**src/rtl/instr_decode_stage.sv**
```systemverilog
// RV32I decode stage: combinational decode of the fetched word into a 1-deep
// output register feeding execute, with valid/ready flow control and flush.
module instr_decode_stage #(
    parameter int              XLEN         = 32,
    parameter logic [XLEN-1:0] RESET_PC_OUT = '0
) (
    input  logic            clk,
    input  logic            rst,
    input  logic            flush,
    input  logic            in_valid,
    output logic            in_ready,
    input  logic [31:0]     in_instr,
    input  logic [XLEN-1:0] in_pc,
    output logic            out_valid,
    input  logic            out_ready,
    output logic [XLEN-1:0] out_pc,
    output logic [3:0]      out_alu_control,
    output logic [1:0]      out_src_a,
    output logic            out_src_b,
    output logic [XLEN-1:0] out_imm,
    output logic [4:0]      out_rs1,
    output logic [4:0]      out_rs2,
    output logic [4:0]      out_rd,
    output logic [2:0]      out_funct3,
    output logic            out_reg_write,
    output logic            out_is_load,
    output logic            out_is_store,
    output logic            out_is_branch,
    output logic            out_is_jal,
    output logic            out_is_jalr,
    output logic            out_illegal
);

    localparam logic [6:0] OPC_OP     = 7'b0110011;
    localparam logic [6:0] OPC_OP_IMM = 7'b0010011;
    localparam logic [6:0] OPC_LUI    = 7'b0110111;
    localparam logic [6:0] OPC_AUIPC  = 7'b0010111;
    localparam logic [6:0] OPC_JAL    = 7'b1101111;
    localparam logic [6:0] OPC_JALR   = 7'b1100111;
    localparam logic [6:0] OPC_BRANCH = 7'b1100011;
    localparam logic [6:0] OPC_LOAD   = 7'b0000011;
    localparam logic [6:0] OPC_STORE  = 7'b0100011;

    localparam logic [1:0] SRC_A_RS1  = 2'b00;
    localparam logic [1:0] SRC_A_PC   = 2'b01;
    localparam logic [1:0] SRC_A_ZERO = 2'b10;

    typedef struct packed {
        logic [3:0]      alu;
        logic [1:0]      src_a;
        logic            src_b;
        logic [XLEN-1:0] imm;
        logic            reg_write;
        logic            is_load;
        logic            is_store;
        logic            is_branch;
        logic            is_jal;
        logic            is_jalr;
        logic            illegal;
    } dec_t;

    logic [6:0]      opcode;
    logic [2:0]      f3;
    logic [6:0]      f7;
    logic [XLEN-1:0] imm_i, imm_s, imm_b, imm_u, imm_j;
    logic            legal;
    logic            capture;
    dec_t            dec;

    assign opcode = in_instr[6:0];
    assign f3     = in_instr[14:12];
    assign f7     = in_instr[31:25];

    assign imm_i = {{20{in_instr[31]}}, in_instr[31:20]};
    assign imm_s = {{20{in_instr[31]}}, in_instr[31:25], in_instr[11:7]};
    assign imm_b = {{19{in_instr[31]}}, in_instr[31], in_instr[7], in_instr[30:25],
                    in_instr[11:8], 1'b0};
    assign imm_u = {in_instr[31:12], 12'b0};
    assign imm_j = {{11{in_instr[31]}}, in_instr[31], in_instr[19:12], in_instr[20],
                    in_instr[30:21], 1'b0};

    assign in_ready = !out_valid || out_ready;
    assign capture  = in_valid && in_ready && !flush;

    always_comb begin
        dec   = '0;
        legal = 1'b1;
        case (opcode)
            OPC_OP: begin
                dec.alu       = {f7[5], f3};
                dec.reg_write = 1'b1;
                legal = (f7 == 7'b0) ||
                        (f7 == 7'b0100000 && (f3 == 3'b000 || f3 == 3'b101));
            end
            OPC_OP_IMM: begin
                dec.imm       = imm_i;
                dec.src_b     = 1'b1;
                dec.reg_write = 1'b1;
                dec.alu       = {1'b0, f3};
                if (f3 == 3'b001) begin
                    legal = (f7 == 7'b0);
                end else if (f3 == 3'b101) begin
                    // bit 30 of the word selects arithmetic shift
                    legal   = (f7 == 7'b0) || (f7 == 7'b0100000);
                    dec.alu = {f7[5], f3};
                end
            end
            OPC_LUI: begin
                dec.src_a     = SRC_A_ZERO;
                dec.src_b     = 1'b1;
                dec.imm       = imm_u;
                dec.reg_write = 1'b1;
            end
            OPC_AUIPC: begin
                dec.src_a     = SRC_A_PC;
                dec.src_b     = 1'b1;
                dec.imm       = imm_u;
                dec.reg_write = 1'b1;
            end
            OPC_JAL: begin
                dec.src_a     = SRC_A_PC;
                dec.src_b     = 1'b1;
                dec.imm       = imm_j;
                dec.is_jal    = 1'b1;
                dec.reg_write = 1'b1;
            end
            OPC_JALR: begin
                dec.src_a     = SRC_A_RS1;
                dec.src_b     = 1'b1;
                dec.imm       = imm_i;
                dec.is_jalr   = 1'b1;
                dec.reg_write = 1'b1;
                legal         = (f3 == 3'b000);
            end
            OPC_BRANCH: begin
                dec.imm       = imm_b;
                dec.is_branch = 1'b1;
                case (f3[2:1])
                    2'b00:   dec.alu = 4'b1000;
                    2'b10:   dec.alu = 4'b0010;
                    2'b11:   dec.alu = 4'b0011;
                    default: legal   = 1'b0;
                endcase
            end
            OPC_LOAD: begin
                dec.src_b     = 1'b1;
                dec.imm       = imm_i;
                dec.is_load   = 1'b1;
                dec.reg_write = 1'b1;
                legal = (f3 == 3'b000) || (f3 == 3'b001) || (f3 == 3'b010) ||
                        (f3 == 3'b100) || (f3 == 3'b101);
            end
            OPC_STORE: begin
                dec.src_b    = 1'b1;
                dec.imm      = imm_s;
                dec.is_store = 1'b1;
                legal        = (f3 == 3'b000) || (f3 == 3'b001) || (f3 == 3'b010);
            end
            default: legal = 1'b0;
        endcase
        // illegal words still flow to execute, but with no side effects
        if (!legal) begin
            dec.alu       = 4'b0000;
            dec.reg_write = 1'b0;
            dec.is_load   = 1'b0;
            dec.is_store  = 1'b0;
            dec.is_branch = 1'b0;
            dec.is_jal    = 1'b0;
            dec.is_jalr   = 1'b0;
            dec.illegal   = 1'b1;
        end
    end

    always_ff @(posedge clk) begin
        if (rst) begin
            out_valid       <= 1'b0;
            out_pc          <= RESET_PC_OUT;
            out_alu_control <= '0;
            out_src_a       <= '0;
            out_src_b       <= 1'b0;
            out_imm         <= '0;
            out_rs1         <= '0;
            out_rs2         <= '0;
            out_rd          <= '0;
            out_funct3      <= '0;
            out_reg_write   <= 1'b0;
            out_is_load     <= 1'b0;
            out_is_store    <= 1'b0;
            out_is_branch   <= 1'b0;
            out_is_jal      <= 1'b0;
            out_is_jalr     <= 1'b0;
            out_illegal     <= 1'b0;
        end else if (flush) begin
            out_valid <= 1'b0;
        end else if (capture) begin
            out_valid       <= 1'b1;
            out_pc          <= in_pc;
            out_alu_control <= dec.alu;
            out_src_a       <= dec.src_a;
            out_src_b       <= dec.src_b;
            out_imm         <= dec.imm;
            out_rs1         <= in_instr[19:15];
            out_rs2         <= in_instr[24:20];
            out_rd          <= in_instr[11:7];
            out_funct3      <= f3;
            out_reg_write   <= dec.reg_write;
            out_is_load     <= dec.is_load;
            out_is_store    <= dec.is_store;
            out_is_branch   <= dec.is_branch;
            out_is_jal      <= dec.is_jal;
            out_is_jalr     <= dec.is_jalr;
            out_illegal     <= dec.illegal;
        end else if (out_ready) begin
            out_valid <= 1'b0;
        end
    end

endmodule

```
**config.mk**
```make
export PLATFORM = sky130hd
export DESIGN_NAME = instr_decode_stage
export DESIGN_NICKNAME = d
export VERILOG_FILES = /design/src/rtl/instr_decode_stage.sv
export SDC_FILE = /design/constraint.sdc
export NUM_CORES = 1
export LEC_CHECK = 0
export ABC_AREA = 1
export CORE_ASPECT_RATIO = 0.6
export CORE_MARGIN = 10
export CORE_UTILIZATION = 40
export DETAILED_ROUTE_END_ITERATION = 8
export PLACE_DENSITY_LB_ADDON = 0.25
export SLEW_MARGIN = 25
export SYNTH_ARGS = -nofsm -noshare
export SYNTH_HDL_FRONTEND = slang
export SYNTH_SLANG_ARGS = --single-unit
```
**constraint.sdc**
```tcl
create_clock -name clk -period 1.6 [get_ports clk]
set_input_delay 0.16 -clock clk [delete_from_list [all_inputs] [get_ports clk]]
set_output_delay 0.16 -clock clk [all_outputs]
set_load 0.05 [all_outputs]
```
Yosys cells after proc, flatten, opt, wreduce, memory -nomap -nowiden
Cells that the tools add are included.
{"block": "totals", "word_cells": 81, "ff_bits": 97}
{"block": "classes", "muxes": 21, "n_reduce_logical": 26, "n_bitwise": 1, "n_eq_ne": 16}
{"cell": "$pmux 32 s5", "count": 1}
{"cell": "$eq 7x6->1 const B", "count": 4}
{"cell": "$pmux 4 s3", "count": 2}
{"cell": "$eq 7x7->1 const B", "count": 3}
{"cell": "$eq 7x5->1 const B", "count": 2}
{"cell": "$reduce_or 7->1", "count": 2}
{"cell": "$mux 1", "count": 12}
{"cell": "$mux 4", "count": 3}
{"cell": "$reduce_or 3->1", "count": 3}
{"cell": "$logic_or 1x1->1", "count": 8}
{"cell": "$eq 7x2->1 const B", "count": 1}
{"cell": "$logic_not 7->1", "count": 1}
{"cell": "$mux 7", "count": 1}
{"cell": "$pmux 1 s7", "count": 1}
{"cell": "$eq 3x3->1 const B", "count": 2}
{"cell": "$reduce_or 2->1", "count": 3}
{"cell": "$eq 2x2->1 const B", "count": 2}
{"cell": "$pmux 2 s2", "count": 1}
{"cell": "$eq 3x1->1 const B", "count": 1}
{"cell": "$eq 3x2->1 const B", "count": 1}
{"cell": "$logic_and 1x1->1", "count": 3}
{"cell": "$logic_not 3->1", "count": 1}
{"cell": "$logic_not 1->1", "count": 2}
{"cell": "$logic_not 2->1", "count": 1}
{"cell": "other kinds (3)", "count": 3}

Depth between registers and ports, before layout
{"block": "logic_depth", "word_depth": 7, "ltp_mapped": 10}

Worst setup path after synthesis
No wires, ideal clock.
{"block": "synth_path", "path_kind": "register to register", "startpoint": "reg out_valid", "endpoint": "reg out_imm[28]", "slack_ns": -0.546, "setup_ns": 0.075, "arrival_ns": 2.070, "stages_incl_launch_ff": 9, "t_required_ns": 1.525, "synth_period_minus_slack_ns": 2.146, "n_path_buf": 2, "path_cell_list": "dfxtp_1 > nand2_1 > nand2_1 > nor2_2 > inv_1 > buf_2 > clkbuf_1 > nand2_1 > a31oi_2"}
{"block": "synth_via", "elab_chain_len": 5}
{"element": "start: declaration", "line": "14", "text": "output logic out_valid,"}
{"element": "start signal: assignment", "line": "176", "text": "out_valid <= 1'b0;"}
{"element": "start signal: assignment", "line": "194", "text": "out_valid <= 1'b0;"}
{"element": "start signal: assignment", "line": "196", "text": "out_valid <= 1'b1;"}
{"element": "$logic_not 1->1", "line": "82", "text": "assign in_ready = !out_valid || out_ready;"}
{"element": "$logic_or 1x1->1", "line": "82"}
{"element": "via in_ready", "line": "11", "text": "output logic in_ready,"}
{"element": "$logic_and 1x1->1 (2 in series)", "line": "83", "text": "assign capture = in_valid && in_ready && !flush;"}
{"element": "$reduce_and 2->1 (no source line)"}
{"element": "end signal: assignment", "line": "201", "text": "out_imm <= dec.imm;"}
{"element": "end: declaration", "line": "20", "text": "output logic [XLEN-1:0] out_imm,"}
The timed path passes the listed nets, and every way through them passes these cells.
A chain may end at the register's enable or synchronous reset.

Worst setup path after layout
{"block": "layout_path", "startpoint": "in in_instr[1]", "endpoint": "reg out_imm[0]"}
{"block": "layout_via", "elab_chain_len": 3}
{"element": "start: declaration", "line": "12", "text": "input logic [31:0] in_instr,"}
{"element": "$eq 7x2->1 (tied with other cells)", "line": "88", "text": "case (opcode)"}
{"element": "$reduce_or 3->1 (no source line) / $reduce_or 2->1 (equally long branches)"}
{"element": "$pmux 32 s5 *", "line": "88"}
Mark *: on every way between the ends. The rest lies on a longest branch, timed or not.

==> flow_metrics.env <==
export IMPL_initial_utilization_pct=41.1
export IMPL_final_instance_area_sq_um=6430
export IMPL_crit_chain="clkdlybuf4s50_1, nand2_2, inv_2, nand2_4, buf_4, nor2_4, inv_2, nor2_1, nand3_1, o211ai_1, nand2_1, inv_1"
export IMPL_aggregate_global_routing_overflow=0
export IMPL_timing_clock_skew_ns=0.00420
export IMPL_hold_violations=0
export IMPL_clk_path_buf_depth=2
export IMPL_worst_path_dominant_cell_family="buffers and inverters"
export IMPL_drv_cap=0
export IMPL_via_count=4459
export IMPL_timing_critical_path_slowest_cell_delay_ns=0.47
export IMPL_number_of_synthesized_flops_with_an_enable_pin=0
export IMPL_netlist_area_sq_um=4040
export IMPL_clock_sink_count=97
export IMPL_synthFlopType="dfxtp_1"
export IMPL_ys_async_rst_share_pct=0
export IMPL_clock_root_buffer="clkbuf_16"
export IMPL_place_port_buffers=166
export IMPL_clkSlewWorstSetupHoldPaths_ns=0.07
export IMPL_drt_pass1_iter_count=5
export IMPL_num_io_pins=167
export IMPL_dpl_instance_area_sq_um=6120
export IMPL_tightest_slew_ns=0.386
export IMPL_place_detailed_instances=883
export IMPL_crit_buf_inv=5
export IMPL_ys_ff_latch=97
export IMPL_worst_endpoint_arrival_ns=1.77
export IMPL_cts_htree_levels=3
export IMPL_gr_usage_met1_pct=22.9
export IMPL_setup_total_negative_slack_ns=0
export IMPL_timing_setup_critical_path_class="input pin to flip-flop"
export IMPL_end_kind="flip-flop"
export IMPL_grt_met3_usage_pct=8.99
export IMPL_number_of_max_slew_violations_in_the_final_report=0
export IMPL_syn2layout_area_growth_pct=59.0
export IMPL_max_clock_freq_mhz=679
export IMPL_finish_net_count=830
export IMPL_max_slew_margin_pct=74.3
export IMPL_yosys_warnings=0
export IMPL_leakage_nw=2.91
export IMPL_mappedNetlistNets=612
export IMPL_die_width_microns=150
export IMPL_grt_start_max_net_pins=35
export IMPL_power_density_cell_area_nw_per_um2=889
export IMPL_diodes=0
export IMPL_drt_drc_violations_left=0
export IMPL_post_route_min_period_ns=1.47
export IMPL_most_used_cell_cp="inv_2"
export IMPL_first_iter_violations=307
export IMPL_outcome="completed"
export IMPL_cts_tree="done"
export IMPL_mostFrequentLayoutCell="buf_4"
export IMPL_setup_worst_path_start_class="input pin"
export IMPL_crit_path_top_delay_cell="clkdlybuf4s50_1"
export IMPL_setup_viol=0
export IMPL_layout_cells_non_filler=901
export IMPL_gp_routability_congestion=0.938
export IMPL_post_dp_hpwl_mm=10.9
export IMPL_synth_cells=543
export IMPL_synth_yosys_seq_area_share_pct=48.0
export IMPL_route_detailed_wl_per_inst_microns=15.5
export IMPL_drive_gt1_share_pct=29.8
export IMPL_insertion_delay_ns=0.35
export IMPL_use_met2_pct=28.2
export IMPL_grt_busiest_layer="met2"
export IMPL_worst_path_max_fanout=7
export IMPL_number_of_global_route_vias_before_repair=4367
export IMPL_critPathRequiredTime_ns=1.89
export IMPL_synth_lib_cells_used_distinct=33
export IMPL_via_per_inst=4.95
export IMPL_placement_rows=28
export IMPL_layout_common_cells="163 x buf_4, 107 x nand2_1, 101 x nor2_1, 96 x dfxtp_1, 64 x clkdlybuf4s50_1"
export IMPL_final_min_period_over_clock_period_pct=92.1
export IMPL_track_usage_pct=18.6
export IMPL_antenna_found_initial=0
export IMPL_cts_made_buffers=9
export IMPL_die_h_microns=97.9
export IMPL_ant_nets=0
export IMPL_mean_post_synth_cell_area_sq_um=7.45
export IMPL_routed_wl_mm=14.0
export IMPL_worstHoldPathType="input pin to flip-flop"
export IMPL_dieArea_sq_um=14700
export IMPL_hold_buffers=0
export IMPL_core_area_sq_um=9840
export IMPL_vdd_ir_drop_max_uv=556
export IMPL_grt_first_pass_wirelength_mm=22.3
layer usage:
metal	wire (microns)	share of wire [%]
met2	6040	43
met4	229	1.6
met5	0	0
met3	1680	12
met1	6030	43
report_power, final:
group,internal (mW),switching [mW],total [mW]
Clock,1.09,0.924,2.02
Combinational,0.442,0.697,1.14
Sequential,2.51,0.0498,2.56
Total,4.05,1.67,5.72
tightest hold or removal path, stage by stage:
cell and delay (ns):
buf_2 0.13, buf_4 0.22, a31oi_2 0.04
cell usage after synthesis (2+ instances only):
cell type  instances  area [sq um]
a21oi_1           57           285
a21oi_2            5          43.8
a31oi_1            3          18.8
a31oi_2            5          62.6
buf_2             12          60.1
clkbuf_1          17          63.8
dfxtp_1           97          1940
inv_1             14          52.6
inv_2              3          11.3
nand2_1          110           413
nand2_2            5          31.3
nand2_4            2          22.5
nand3_1           26           130
nand3_2            3          30.0
nand3b_1           2          15.0
nor2_1           102           383
nor2_2             4          25.0
nor2_4             2          22.5
nor3_1             5          25.0
o211ai_1           2          15.0
o21ai_0           54           270
o21ai_1            2          10.0
final timing paths:
kind | startpoint | end | slack, ns | depth (start not counted)
max | in_instr[1] | out_imm[0] | 0.13 | 12
max reg2reg | out_valid | out_alu_control[0] | 0.23 | 8
min reg2reg | out_rs2[0] | out_rs2[0] | 0.46 | 2
min | rst | out_imm[27] | 0.27 | 3
cell type report:
class | count | area [sq um]
Tap cell | 135 | 169
Sequential cell | 97 | 1940
Fill cell | 838 | 3420
Clock buffer | 11 | 243
Multi-Input combinational cell | 396 | 1910
Clock inverter | 5 | 31.3
Inverter | 18 | 68.8
Timing Repair Buffer | 239 | 2070
sequential cells by signal (all words and copies together) (netlist names):
signal and cells:
out_is_jal 1, out_src_b 1, out_reg_write 1, out_is_jalr 1, out_funct3 3, out_is_load 1, out_rd 5, out_alu_control 4
out_imm 32, out_illegal 1, out_pc 32, out_src_a 2, out_is_branch 1, out_rs2 5, out_is_store 1, out_rs1 5
out_valid 1
metrics by stage:
| step | utilization (%) | worst slack, ns | hold WS (ns) | total power, mW |
|---|---|---|---|---|
| after CTS | 65.0 | 0.0926 | 0.260 | 5.76 |
| after detailed placement | 62.2 | -0.266 | 0.450 | 3.75 |
| after global placement | 62.2 | -0.230 | 0.452 | 3.73 |
| final | 65.3 | 0.126 | 0.271 | 5.72 |
| after floorplan | - | 0.0354 | 0.231 | 3.21 |
| after global routing | 65.3 | -0.0162 | 0.287 | 5.95 |
cells by family after synthesis:
kind of cell | count (synthesis) | share of synthesized area, %
AO/OA/AOI/OAI | 131 | 18.2
buffers and inverters | 50 | 5.32
flip-flops | 97 | 48.0
AND/OR/NAND/NOR | 265 | 28.4
timing repair:
item,in CTS,in global routing
setup buffers,0,2
resized for setup,0,7
setup endpoints to repair,0,28
No activity file was read; power rests on OpenSTA's default activity.
